<file path="src/rtl/rggen_apb_bridge_if.sv">
// APB bus bundle between the request bridge (master) and a downstream register block (slave).
interface rggen_apb_if #(
   parameter int ADDRESS_WIDTH = 16,
   parameter int DATA_WIDTH    = 32
);
   logic                      psel;
   logic                      penable;
   logic [ADDRESS_WIDTH-1:0]  paddr;
   logic                      pwrite;
   logic [DATA_WIDTH-1:0]     pwdata;
   logic [DATA_WIDTH/8-1:0]   pstrb;
   logic                      pready;
   logic [DATA_WIDTH-1:0]     prdata;
   logic                      pslverr;

   modport master (
      output psel, penable, paddr, pwrite, pwdata, pstrb,
      input  pready, prdata, pslverr
   );

   modport slave (
      input  psel, penable, paddr, pwrite, pwdata, pstrb,
      output pready, prdata, pslverr
   );
endinterface

</file>
<file path="src/rtl/rggen_apb_bridge.sv">
// Valid/ready request-response port to APB master bridge, one transfer in flight.
// Optional ACCESS-phase timeout enabled by defining RGGEN_APB_BRIDGE_TIMEOUT_EN.
//
// state       | meaning
// ST_IDLE     | ready for a request, APB idle
// ST_SETUP    | psel=1, penable=0 for one cycle
// ST_ACCESS   | psel=1, penable=1, waiting for pready (or timeout)
// ST_RESPONSE | o_rsp_valid=1 until i_rsp_ready
module rggen_apb_bridge #(
   parameter int ADDRESS_WIDTH  = 16,
   parameter int DATA_WIDTH     = 32,
   parameter int TIMEOUT_CYCLES = 255
) (
   input  logic                      clk,
   input  logic                      rst,
   input  logic                      i_req_valid,
   output logic                      o_req_ready,
   input  logic                      i_req_write,
   input  logic [ADDRESS_WIDTH-1:0]  i_req_address,
   input  logic [DATA_WIDTH-1:0]     i_req_write_data,
   input  logic [DATA_WIDTH/8-1:0]   i_req_strobe,
   output logic                      o_rsp_valid,
   input  logic                      i_rsp_ready,
   output logic [DATA_WIDTH-1:0]     o_rsp_read_data,
   output logic [1:0]                o_rsp_status,
   rggen_apb_if.master               apb_if
);

   localparam int ADDR_LSB = $clog2(DATA_WIDTH / 8);
   localparam logic [ADDRESS_WIDTH-1:0] ADDR_MASK = {ADDRESS_WIDTH{1'b1}} << ADDR_LSB;

   localparam logic [1:0] STATUS_OK      = 2'b00;
   localparam logic [1:0] STATUS_SLVERR  = 2'b01;
`ifdef RGGEN_APB_BRIDGE_TIMEOUT_EN
   localparam logic [1:0] STATUS_TIMEOUT = 2'b10;
   localparam logic [15:0] TIMEOUT_LIMIT = 16'(TIMEOUT_CYCLES);
`endif

   typedef enum logic [1:0] {
      ST_IDLE,
      ST_SETUP,
      ST_ACCESS,
      ST_RESPONSE
   } state_t;

   state_t                     state_q, state_d;
   logic                       write_q, write_d;
   logic [ADDRESS_WIDTH-1:0]   addr_q, addr_d;
   logic [DATA_WIDTH-1:0]      wdata_q, wdata_d;
   logic [DATA_WIDTH/8-1:0]    strb_q, strb_d;
   logic [DATA_WIDTH-1:0]      rdata_q, rdata_d;
   logic [1:0]                 status_q, status_d;
`ifdef RGGEN_APB_BRIDGE_TIMEOUT_EN
   logic [15:0]                cnt_q, cnt_d;
`endif

   always_comb begin
      state_d  = state_q;
      write_d  = write_q;
      addr_d   = addr_q;
      wdata_d  = wdata_q;
      strb_d   = strb_q;
      rdata_d  = rdata_q;
      status_d = status_q;
`ifdef RGGEN_APB_BRIDGE_TIMEOUT_EN
      cnt_d    = cnt_q;
`endif
      case (state_q)
         ST_IDLE: begin
            if (i_req_valid) begin
               write_d = i_req_write;
               addr_d  = i_req_address & ADDR_MASK;
               wdata_d = i_req_write_data;
               strb_d  = i_req_strobe;
               state_d = ST_SETUP;
            end
         end
         ST_SETUP: begin
`ifdef RGGEN_APB_BRIDGE_TIMEOUT_EN
            cnt_d   = 16'd1;
`endif
            state_d = ST_ACCESS;
         end
         ST_ACCESS: begin
            // pready in the limit cycle takes priority over the timeout
            if (apb_if.pready) begin
               status_d = apb_if.pslverr ? STATUS_SLVERR : STATUS_OK;
               rdata_d  = write_q ? '0 : apb_if.prdata;
               state_d  = ST_RESPONSE;
`ifdef RGGEN_APB_BRIDGE_TIMEOUT_EN
               cnt_d    = '0;
            end else if (cnt_q == TIMEOUT_LIMIT) begin
               status_d = STATUS_TIMEOUT;
               rdata_d  = '0;
               state_d  = ST_RESPONSE;
               cnt_d    = '0;
            end else begin
               cnt_d    = cnt_q + 16'd1;
`endif
            end
         end
         ST_RESPONSE: begin
            if (i_rsp_ready) begin
               state_d = ST_IDLE;
            end
         end
         default: state_d = ST_IDLE;
      endcase
   end

   always_ff @(posedge clk) begin
      if (rst) begin
         state_q  <= ST_IDLE;
         write_q  <= 1'b0;
         addr_q   <= '0;
         wdata_q  <= '0;
         strb_q   <= '0;
         rdata_q  <= '0;
         status_q <= STATUS_OK;
`ifdef RGGEN_APB_BRIDGE_TIMEOUT_EN
         cnt_q    <= '0;
`endif
      end else begin
         state_q  <= state_d;
         write_q  <= write_d;
         addr_q   <= addr_d;
         wdata_q  <= wdata_d;
         strb_q   <= strb_d;
         rdata_q  <= rdata_d;
         status_q <= status_d;
`ifdef RGGEN_APB_BRIDGE_TIMEOUT_EN
         cnt_q    <= cnt_d;
`endif
      end
   end

   // ready is gated by rst so it only rises once reset is released
   assign o_req_ready     = (state_q == ST_IDLE) && !rst;
   assign o_rsp_valid     = (state_q == ST_RESPONSE);
   assign o_rsp_read_data = rdata_q;
   assign o_rsp_status    = status_q;

   assign apb_if.psel    = (state_q == ST_SETUP) || (state_q == ST_ACCESS);
   assign apb_if.penable = (state_q == ST_ACCESS);
   assign apb_if.paddr   = addr_q;
   assign apb_if.pwrite  = write_q;
   assign apb_if.pwdata  = wdata_q;
   assign apb_if.pstrb   = write_q ? strb_q : '0;

endmodule

</file>
<file path="src/flat_wrapper.sv">
// flat-port wrapper written by rule: the top's interface ports become plain ports
module rggen_apb_bridge_flat 
#(
   parameter int ADDRESS_WIDTH  = 16,
   parameter int DATA_WIDTH     = 32,
   parameter int TIMEOUT_CYCLES = 255
)
  (clk, rst, i_req_valid, o_req_ready, i_req_write, i_req_address, i_req_write_data, i_req_strobe, o_rsp_valid, i_rsp_ready, o_rsp_read_data, o_rsp_status, apb_if_psel, apb_if_penable, apb_if_paddr, apb_if_pwrite, apb_if_pwdata, apb_if_pstrb, apb_if_pready, apb_if_prdata, apb_if_pslverr);
  rggen_apb_if #(.ADDRESS_WIDTH(ADDRESS_WIDTH), .DATA_WIDTH(DATA_WIDTH)) apb_if_i ();
  input  logic clk;
  input  logic rst;
  input  logic i_req_valid;
  output logic o_req_ready;
  input  logic i_req_write;
  input  logic [ADDRESS_WIDTH-1:0] i_req_address;
  input  logic [DATA_WIDTH-1:0] i_req_write_data;
  input  logic [DATA_WIDTH/8-1:0] i_req_strobe;
  output logic o_rsp_valid;
  input  logic i_rsp_ready;
  output logic [DATA_WIDTH-1:0] o_rsp_read_data;
  output logic [1:0] o_rsp_status;
  output wire logic [$bits(apb_if_i.psel)-1:0] apb_if_psel;
  output wire logic [$bits(apb_if_i.penable)-1:0] apb_if_penable;
  output wire logic [$bits(apb_if_i.paddr)-1:0] apb_if_paddr;
  output wire logic [$bits(apb_if_i.pwrite)-1:0] apb_if_pwrite;
  output wire logic [$bits(apb_if_i.pwdata)-1:0] apb_if_pwdata;
  output wire logic [$bits(apb_if_i.pstrb)-1:0] apb_if_pstrb;
  input wire logic [$bits(apb_if_i.pready)-1:0] apb_if_pready;
  input wire logic [$bits(apb_if_i.prdata)-1:0] apb_if_prdata;
  input wire logic [$bits(apb_if_i.pslverr)-1:0] apb_if_pslverr;
  assign apb_if_psel = apb_if_i.psel;
  assign apb_if_penable = apb_if_i.penable;
  assign apb_if_paddr = apb_if_i.paddr;
  assign apb_if_pwrite = apb_if_i.pwrite;
  assign apb_if_pwdata = apb_if_i.pwdata;
  assign apb_if_pstrb = apb_if_i.pstrb;
  assign apb_if_i.pready = apb_if_pready;
  assign apb_if_i.prdata = apb_if_prdata;
  assign apb_if_i.pslverr = apb_if_pslverr;
  rggen_apb_bridge #(.ADDRESS_WIDTH(ADDRESS_WIDTH), .DATA_WIDTH(DATA_WIDTH), .TIMEOUT_CYCLES(TIMEOUT_CYCLES)) u_core (.clk(clk), .rst(rst), .i_req_valid(i_req_valid), .o_req_ready(o_req_ready), .i_req_write(i_req_write), .i_req_address(i_req_address), .i_req_write_data(i_req_write_data), .i_req_strobe(i_req_strobe), .o_rsp_valid(o_rsp_valid), .i_rsp_ready(i_rsp_ready), .o_rsp_read_data(o_rsp_read_data), .o_rsp_status(o_rsp_status), .apb_if(apb_if_i));
endmodule
</file>
<file path="config.mk">
export PLATFORM = sky130hd
export DESIGN_NAME = rggen_apb_bridge_flat
export DESIGN_NICKNAME = d
export VERILOG_FILES = /design/src/rtl/rggen_apb_bridge_if.sv /design/src/rtl/rggen_apb_bridge.sv /design/src/flat_wrapper.sv
export SDC_FILE = /design/constraint.sdc
export NUM_CORES = 1
export LEC_CHECK = 0
export ABC_CLOCK_PERIOD_IN_PS = 3940
export CAP_MARGIN = 15
export CORE_UTILIZATION = 41
export CTS_BUF_LIST = sky130_fd_sc_hd__clkbuf_16
export DETAILED_ROUTE_END_ITERATION = 6
export GPL_TIMING_DRIVEN = 0
export HOLD_SLACK_MARGIN = 0.05
export PLACE_DENSITY = 0.85
export SYNTH_ARGS = -nofsm -noshare
export SYNTH_HDL_FRONTEND = slang
export SYNTH_SLANG_ARGS = --single-unit
</file>
<file path="constraint.sdc">
create_clock -name clk -period 3.94 [get_ports clk]
set_clock_uncertainty 0.05 [all_clocks]
set_input_delay 0.788 -clock clk [delete_from_list [all_inputs] [get_ports clk]]
set_output_delay 0.788 -clock clk [all_outputs]
set_load 0.05 [all_outputs]
</file>
==> flow_metrics.tcl, run 1 <==
set metrics [dict create \
    status "finished clean" \
    hold_buffers 0 \
    drv_slew 0 \
    synth.yosys.seq_area_share_pct 52.32 \
    post-route-drc-count 0 \
    multiInputGateArea_um2 1383 \
    core_um2 7727 \
    final_cell_mix "174 x clkdlybuf4s50_1, 139 x nand2_1, 86 x dfxtp_1" \
    synth_edf_count 0 \
    fillers 584 \
    peakVddDrop_v 0.0003150 \
    power.density_nw_per_um2 582.8 \
    max_freq_ghz 0.3275 \
    ys_ff_latch 86 \
    hold_path.class "reg -> reg" \
    tightest_slew_ps 564.6 \
    h-tree-depth 3 \
    fin_crit_sh_pct 77.50 \
    n_antenna_cell 0 \
    postCtsSetupBuffers 0 \
    crit_path_max_fanout 11 \
    hold_depth 2 \
    grt_overflow 0 \
    finalHoldViolations 0 \
    slew_headroom_pct 62.24 \
    viasPerCell 5.012 \
    seq_power_share_pct 34.0 \
    grt_pass1_wl_um 16290 \
    dp.final_hpwl_um 7629 \
    rsz0062_at_grt "no" \
    wl_met3_um 918 \
    synthFlopType "dfxtp_1" \
    start_util_pct 42.58 \
    finalSetupViolations 0 \
    die-area_um2 8388 \
    r2r-start "u_core.state_q[0]" \
    path_clk_slew_ps 60 \
    p_comb_share_pct 40.4 \
    cp-startpoint "u_core.apb_if.pwrite" \
    postSynthAreaPerCell_um2 8.206 \
    antenna_found_initial 0 \
    grt_max_degree 14 \
    wl_per_cell_um 14.62 \
    synth_cell_types 19 \
    layout.nets 683 \
    critPathArrivalTime_ps 2220 \
    setup.worst_path.class "reg -> out" \
    totalPowerFinal_mw 3.174 \
    final-seq-area_um2 1722 \
    cts-buffers-inserted 9 \
    ant_nets 0 \
    p_leak_nw 1.967 \
    die_width_um 91.59 \
    gp_congestion 0.7515 \
    async_flop_share_pct 0 \
    max_stage_delay_ps 800 \
    layout_commonest_cell "clkdlybuf4s50_1" \
    grtUsageTotal_pct 24.55 \
    area_growth_pct 65.48 \
    firstDrtPassIters 4 \
    grt_pass1_vias 3443 \
    crit_slowest_cell "clkdlybuf4s50_1" \
    wirelength_um 10130 \
    wl_met1_um 4040 \
    power_switching_mw 1.239 \
    top_layer "met4" \
    io_buffers 174 \
    drive_above_1_share_pct 6.091 \
    clkLatencyLatePin_ps 330 \
    yosys_warnings 0 \
    ff2ff_path_depth 6 \
    worstPathCellList "clkbuf_1 -> and2_1 -> clkdlybuf4s50_1" \
    post-route-min-period_ps 3054 \
    ios 182 \
    drv_cap 0 \
    swShare_pct 39.05 \
    die_h_um 91.59 \
    final_cells 693 \
    ff2ff_setup_slack_ps 2250 \
    cts.sinks 86 \
    via_count 3473 \
    yosysTopAreaCell "dfxtp_1" \
    r2r-end "u_core.apb_if.pwdata[31]" \
    cp.required_ps 3100 \
    root_buffer "clkbuf_16" \
    finalSetupTns_ps 0 \
    worstSetupStartpointType "flip-flop" \
    wl_met2_um 5022 \
    syn_inst 401 \
    end_kind "output pin" \
    drt_iter0_markers 107 \
    critPathCapture "apb_if_pstrb[2]" \
    cts_buffer_depth 2 \
    ctsResizeCount 0 \
    rows 32 \
    place_inst 679 \
    synthTopCellsByArea "dfxtp_1 52%, nand2_1 16%, a21oi_1 13%, nand4b_1 8.5%, buf_2 2.6%" \
    clock_power_share_pct 25.6 \
    p_int_mw 1.934 \
    syn_area_um2 3291 \
    synth_top_area_share_pct 52.32 \
    cts_tree "yes" \
]
-- power by group through the flow --
stage               combinational [mW]  clock [mW]  sequential [mW]
CTS                               1.29       0.823             1.08
detailed placement                1.29           0             1.10
global placement                  1.26           0             1.09
floorplan                        0.412           0             1.51
finish                            1.28       0.811             1.08
global route                      1.37       0.861             1.09
-- synthesized netlist by cell type (3+ instances only) --
cell,n
nand2_1,139
dfxtp_1,86
a21oi_1,84
nand4b_1,32
buf_2,17
clkbuf_1,14
and2_1,5
ha_1,4
nor2b_1,4
buf_1,3
buf_4,3
inv_1,3
-- final cells by class --
| class | count | share of cell area [%] |
|---|---|---|
| Timing Repair Buffer | 174 | 31.99 |
| Sequential cell | 86 | 31.62 |
| Multi-Input combinational cell | 276 | 25.39 |
| Clock buffer | 9 | 4.136 |
| Buffer | 38 | 3.355 |
| Tap cell | 102 | 2.344 |
| Clock inverter | 5 | 0.9651 |
| Inverter | 3 | 0.2068 |
-- metrics by stage --
| step | hold WS [ps] | utilization [%] | cell area, um^2 | setup WS (ps) |
|---|---|---|---|---|
| 6_report | 401.8 | 70.47 | 5445 | 886.3 |
| 5_1_grt | 419.5 | 70.47 | 5445 | 789.2 |
| 4_1_cts | 402.8 | 70.47 | 5445 | 907.2 |
| 3_5_place_dp | 394.9 | 66.87 | 5167 | 1023 |
| 3_3_place_gp | 388.4 | 66.87 | 5167 | 1030 |
| 2_1_floorplan | 381.7 | - | 3298 | 1331 |
-- routing by layer --
layer  vias to the layer above  GRT usage (%)
met5                         -              0
met4                         0          7.804
met3                        14          7.370
met2                       148          43.86
met1                      1611          27.77
li1                       1700              -
-- worst max-delay path: cells and delay by family (launching register included) --
kind | cells | cell delay [ps]
buffers and inverters | 2 | 1160
flip-flops | 1 | 530
AND/OR/NAND/NOR | 1 | 200
-- worst min-delay path by stage --
stage	slack, ps	end	from
after floorplan	380	u_core.strb_q[0]	u_core.strb_q[0]
after global placement	390	u_core.o_rsp_read_data[22]	u_core.o_rsp_read_data[22]
after detailed placement	390	u_core.o_rsp_read_data[31]	u_core.o_rsp_read_data[31]
after CTS	400	u_core.o_rsp_read_data[31]	u_core.o_rsp_read_data[31]
after global routing	420	u_core.o_rsp_read_data[9]	u_core.o_rsp_read_data[9]
final	400	u_core.o_rsp_read_data[31]	u_core.o_rsp_read_data[31]
-- flip-flops by register name (all words and copies together), names as in the netlist --
signal / flops
u_core.apb_if.paddr: 14
u_core.apb_if.pwdata: 32
u_core.apb_if.pwrite: 1
u_core.o_rsp_read_data: 32
u_core.o_rsp_status: 1
u_core.state_q: 2
u_core.strb_q: 4
-- logic make-up after synthesis --
group	after synthesis	share of synthesized area (%)
buffers and inverters	41	5.893
adders and majority gates	4	1.521
other	1	0.1140
muxes	1	0.3042
and+or+nand+nor	183	26.77
AOI/OAI and AO/OA	85	13.08
DFF	86	52.32
Note: power is estimated with default switching activity, not from simulation.
==> inputs of run 2 (changes only) <==
--- a/config.mk
+++ b/config.mk
@@ -5,14 +5,14 @@
 export SDC_FILE = /design/constraint.sdc
 export NUM_CORES = 1
 export LEC_CHECK = 0
-export ABC_CLOCK_PERIOD_IN_PS = 3940
+export ABC_CLOCK_PERIOD_IN_PS = 3000
 export CAP_MARGIN = 15
-export CORE_UTILIZATION = 41
+export CORE_UTILIZATION = 39
 export CTS_BUF_LIST = sky130_fd_sc_hd__clkbuf_16
 export DETAILED_ROUTE_END_ITERATION = 6
 export GPL_TIMING_DRIVEN = 0
 export HOLD_SLACK_MARGIN = 0.05
-export PLACE_DENSITY = 0.85
+export PLACE_DENSITY = 0.82
 export SYNTH_ARGS = -nofsm -noshare
 export SYNTH_HDL_FRONTEND = slang
 export SYNTH_SLANG_ARGS = --single-unit
==> constraint.sdc (replaced) <==
create_clock -name clk -period 3 [get_ports clk]
set_clock_uncertainty 0.05 [all_clocks]
set_input_delay 0.6 -clock clk [delete_from_list [all_inputs] [get_ports clk]]
set_output_delay 0.6 -clock clk [all_outputs]
set_load 0.05 [all_outputs]
==> flow_metrics.tcl, run 2 (synthesis results as in run 1) <==
set metrics [dict create \
    grt_max_degree 17 \
    r2r-start "u_core.state_q[0]" \
    max_freq_ghz 0.3517 \
    grt_pass1_vias 3315 \
    path_clk_slew_ps 70 \
    firstDrtPassIters 6 \
    drive_above_1_share_pct 6.408 \
    gp_congestion 0.8183 \
    post-route-min-period_ps 2844 \
    finalHoldViolations 0 \
    dp.final_hpwl_um 7594 \
    area_growth_pct 67.11 \
    drt_iter0_markers 89 \
    slew_headroom_pct 64.32 \
    wirelength_um 9965 \
    fillers 674 \
    ios 182 \
    die_width_um 93.86 \
    wl_per_cell_um 14.28 \
    n_antenna_cell 0 \
    rows 33 \
    finalSetupViolations 0 \
    r2r-end "u_core.apb_if.pwrite" \
    worstPathCellList "clkbuf_1 -> and2_1 -> clkdlybuf4s50_1" \
    grt_overflow 0 \
    cts_tree "yes" \
    ant_nets 0 \
    layout.nets 683 \
    crit_slowest_cell "clkdlybuf4s50_1" \
    viasPerCell 4.845 \
    rsz0062_at_grt "no" \
    drv_cap 0 \
    worstSetupStartpointType "flip-flop" \
    setup.worst_path.class "reg -> out" \
    wl_met1_um 4008 \
    ff2ff_setup_slack_ps 1300 \
    cts.sinks 86 \
    wl_met3_um 893 \
    critPathArrivalTime_ps 2190 \
    layout_commonest_cell "clkdlybuf4s50_1" \
    hold_path.class "reg -> reg" \
    postCtsSetupBuffers 0 \
    fin_crit_sh_pct 94.79 \
    top_layer "met4" \
    status "finished clean" \
    max_stage_delay_ps 820 \
    p_leak_nw 1.987 \
    power.density_nw_per_um2 783.2 \
    h-tree-depth 3 \
    drv_slew 0 \
    cp.required_ps 2350 \
    crit_path_max_fanout 11 \
    die_h_um 93.86 \
    clkLatencyLatePin_ps 330 \
    cts_buffer_depth 2 \
    via_count 3382 \
    post-route-drc-count 0 \
    start_util_pct 40.25 \
    end_kind "output pin" \
    final_cell_mix "174 x clkdlybuf4s50_1, 139 x nand2_1, 86 x dfxtp_1" \
    hold_depth 2 \
    finalSetupTns_ps 0 \
    io_buffers 174 \
    core_um2 8175 \
    hold_start "u_core.o_rsp_read_data[3]" \
    ff2ff_path_depth 6 \
    wl_met2_um 4949 \
    antenna_found_initial 0 \
    tightest_slew_ps 533.6 \
    grt_pass1_wl_um 15580 \
    hold_buffers 0 \
    peakVddDrop_v 0.0004338 \
    hold_end "u_core.o_rsp_read_data[3]" \
    die-area_um2 8809 \
    grtUsageTotal_pct 22.60 \
    root_buffer "clkbuf_16" \
    timing.hold.ws_ps 401.0 \
    ctsResizeCount 0 \
    cts-buffers-inserted 9 \
]
-- run 2: cell count changes in the layout (fill, tap and decap cells not counted) --
| cell | previous run | this run |
|---|---|---|
| clkinv_2 | 3 | 0 |
| inv_6 | 0 | 3 |
| bufinv_16 | 1 | 2 |
| clkinv_4 | 0 | 1 |
-- run 2: per-stage QoR --
stage | instances | cell area (um^2) | utilization, % | total power, mW | worst slack, ps
6_report | 698 | 5499 | 67.26 | 4.307 | 156.3
5_1_grt | 698 | 5499 | 67.26 | 4.510 | 45.15
4_1_cts | 698 | 5499 | 67.26 | 4.343 | 138.7
3_5_place_dp | 682 | 5171 | 63.25 | 3.128 | 481.6
3_3_place_gp | 682 | 5171 | 63.25 | 3.094 | 481.9
2_1_floorplan | 403 | 3298 | - | 2.522 | 766.9
-- run 2: worst max-delay path, delay by kind of cell, from the launching register on --
kind / cells / cell delay (ps)
flops: 1 / 520
simple gates: 1 / 180
buf+inv: 2 / 1170
-- run 2: layout make-up --
cell class,count,area [um^2],area share (%)
multi-input combinational,276,1383,25.14
buffer,38,182.7,3.322
sequential,86,1722,31.31
timing repair buffer,174,1742,31.67
clock buffer,9,225.2,4.096
clock inverter,7,102.6,1.866
tap,105,131.4,2.389
inverter,3,11.26,0.2048
-- run 2: how the worst max path moves through the flow --
stage                               from         endpoint
finish              u_core.apb_if.pwrite  apb_if_pstrb[3]
global route        u_core.apb_if.pwrite  apb_if_pstrb[0]
CTS                 u_core.apb_if.pwrite  apb_if_pstrb[3]
detailed placement                   rst      o_req_ready
global placement                     rst      o_req_ready
floorplan                            rst      o_req_ready
-- run 2: layer usage --
metal / vias to the layer above / GRT usage (%)
met1: 1544 / 25.59
met2: 125 / 40.39
met5: - / 0
met4: 0 / 7.564
li1: 1703 / -
met3: 10 / 6.472
-- run 2: where the power goes --
group / switching, mW / internal, mW / total [mW]
Combinational: 1.09 / 0.589 / 1.68
Sequential: 0.0959 / 1.32 / 1.42
Clock: 0.470 / 0.740 / 1.21
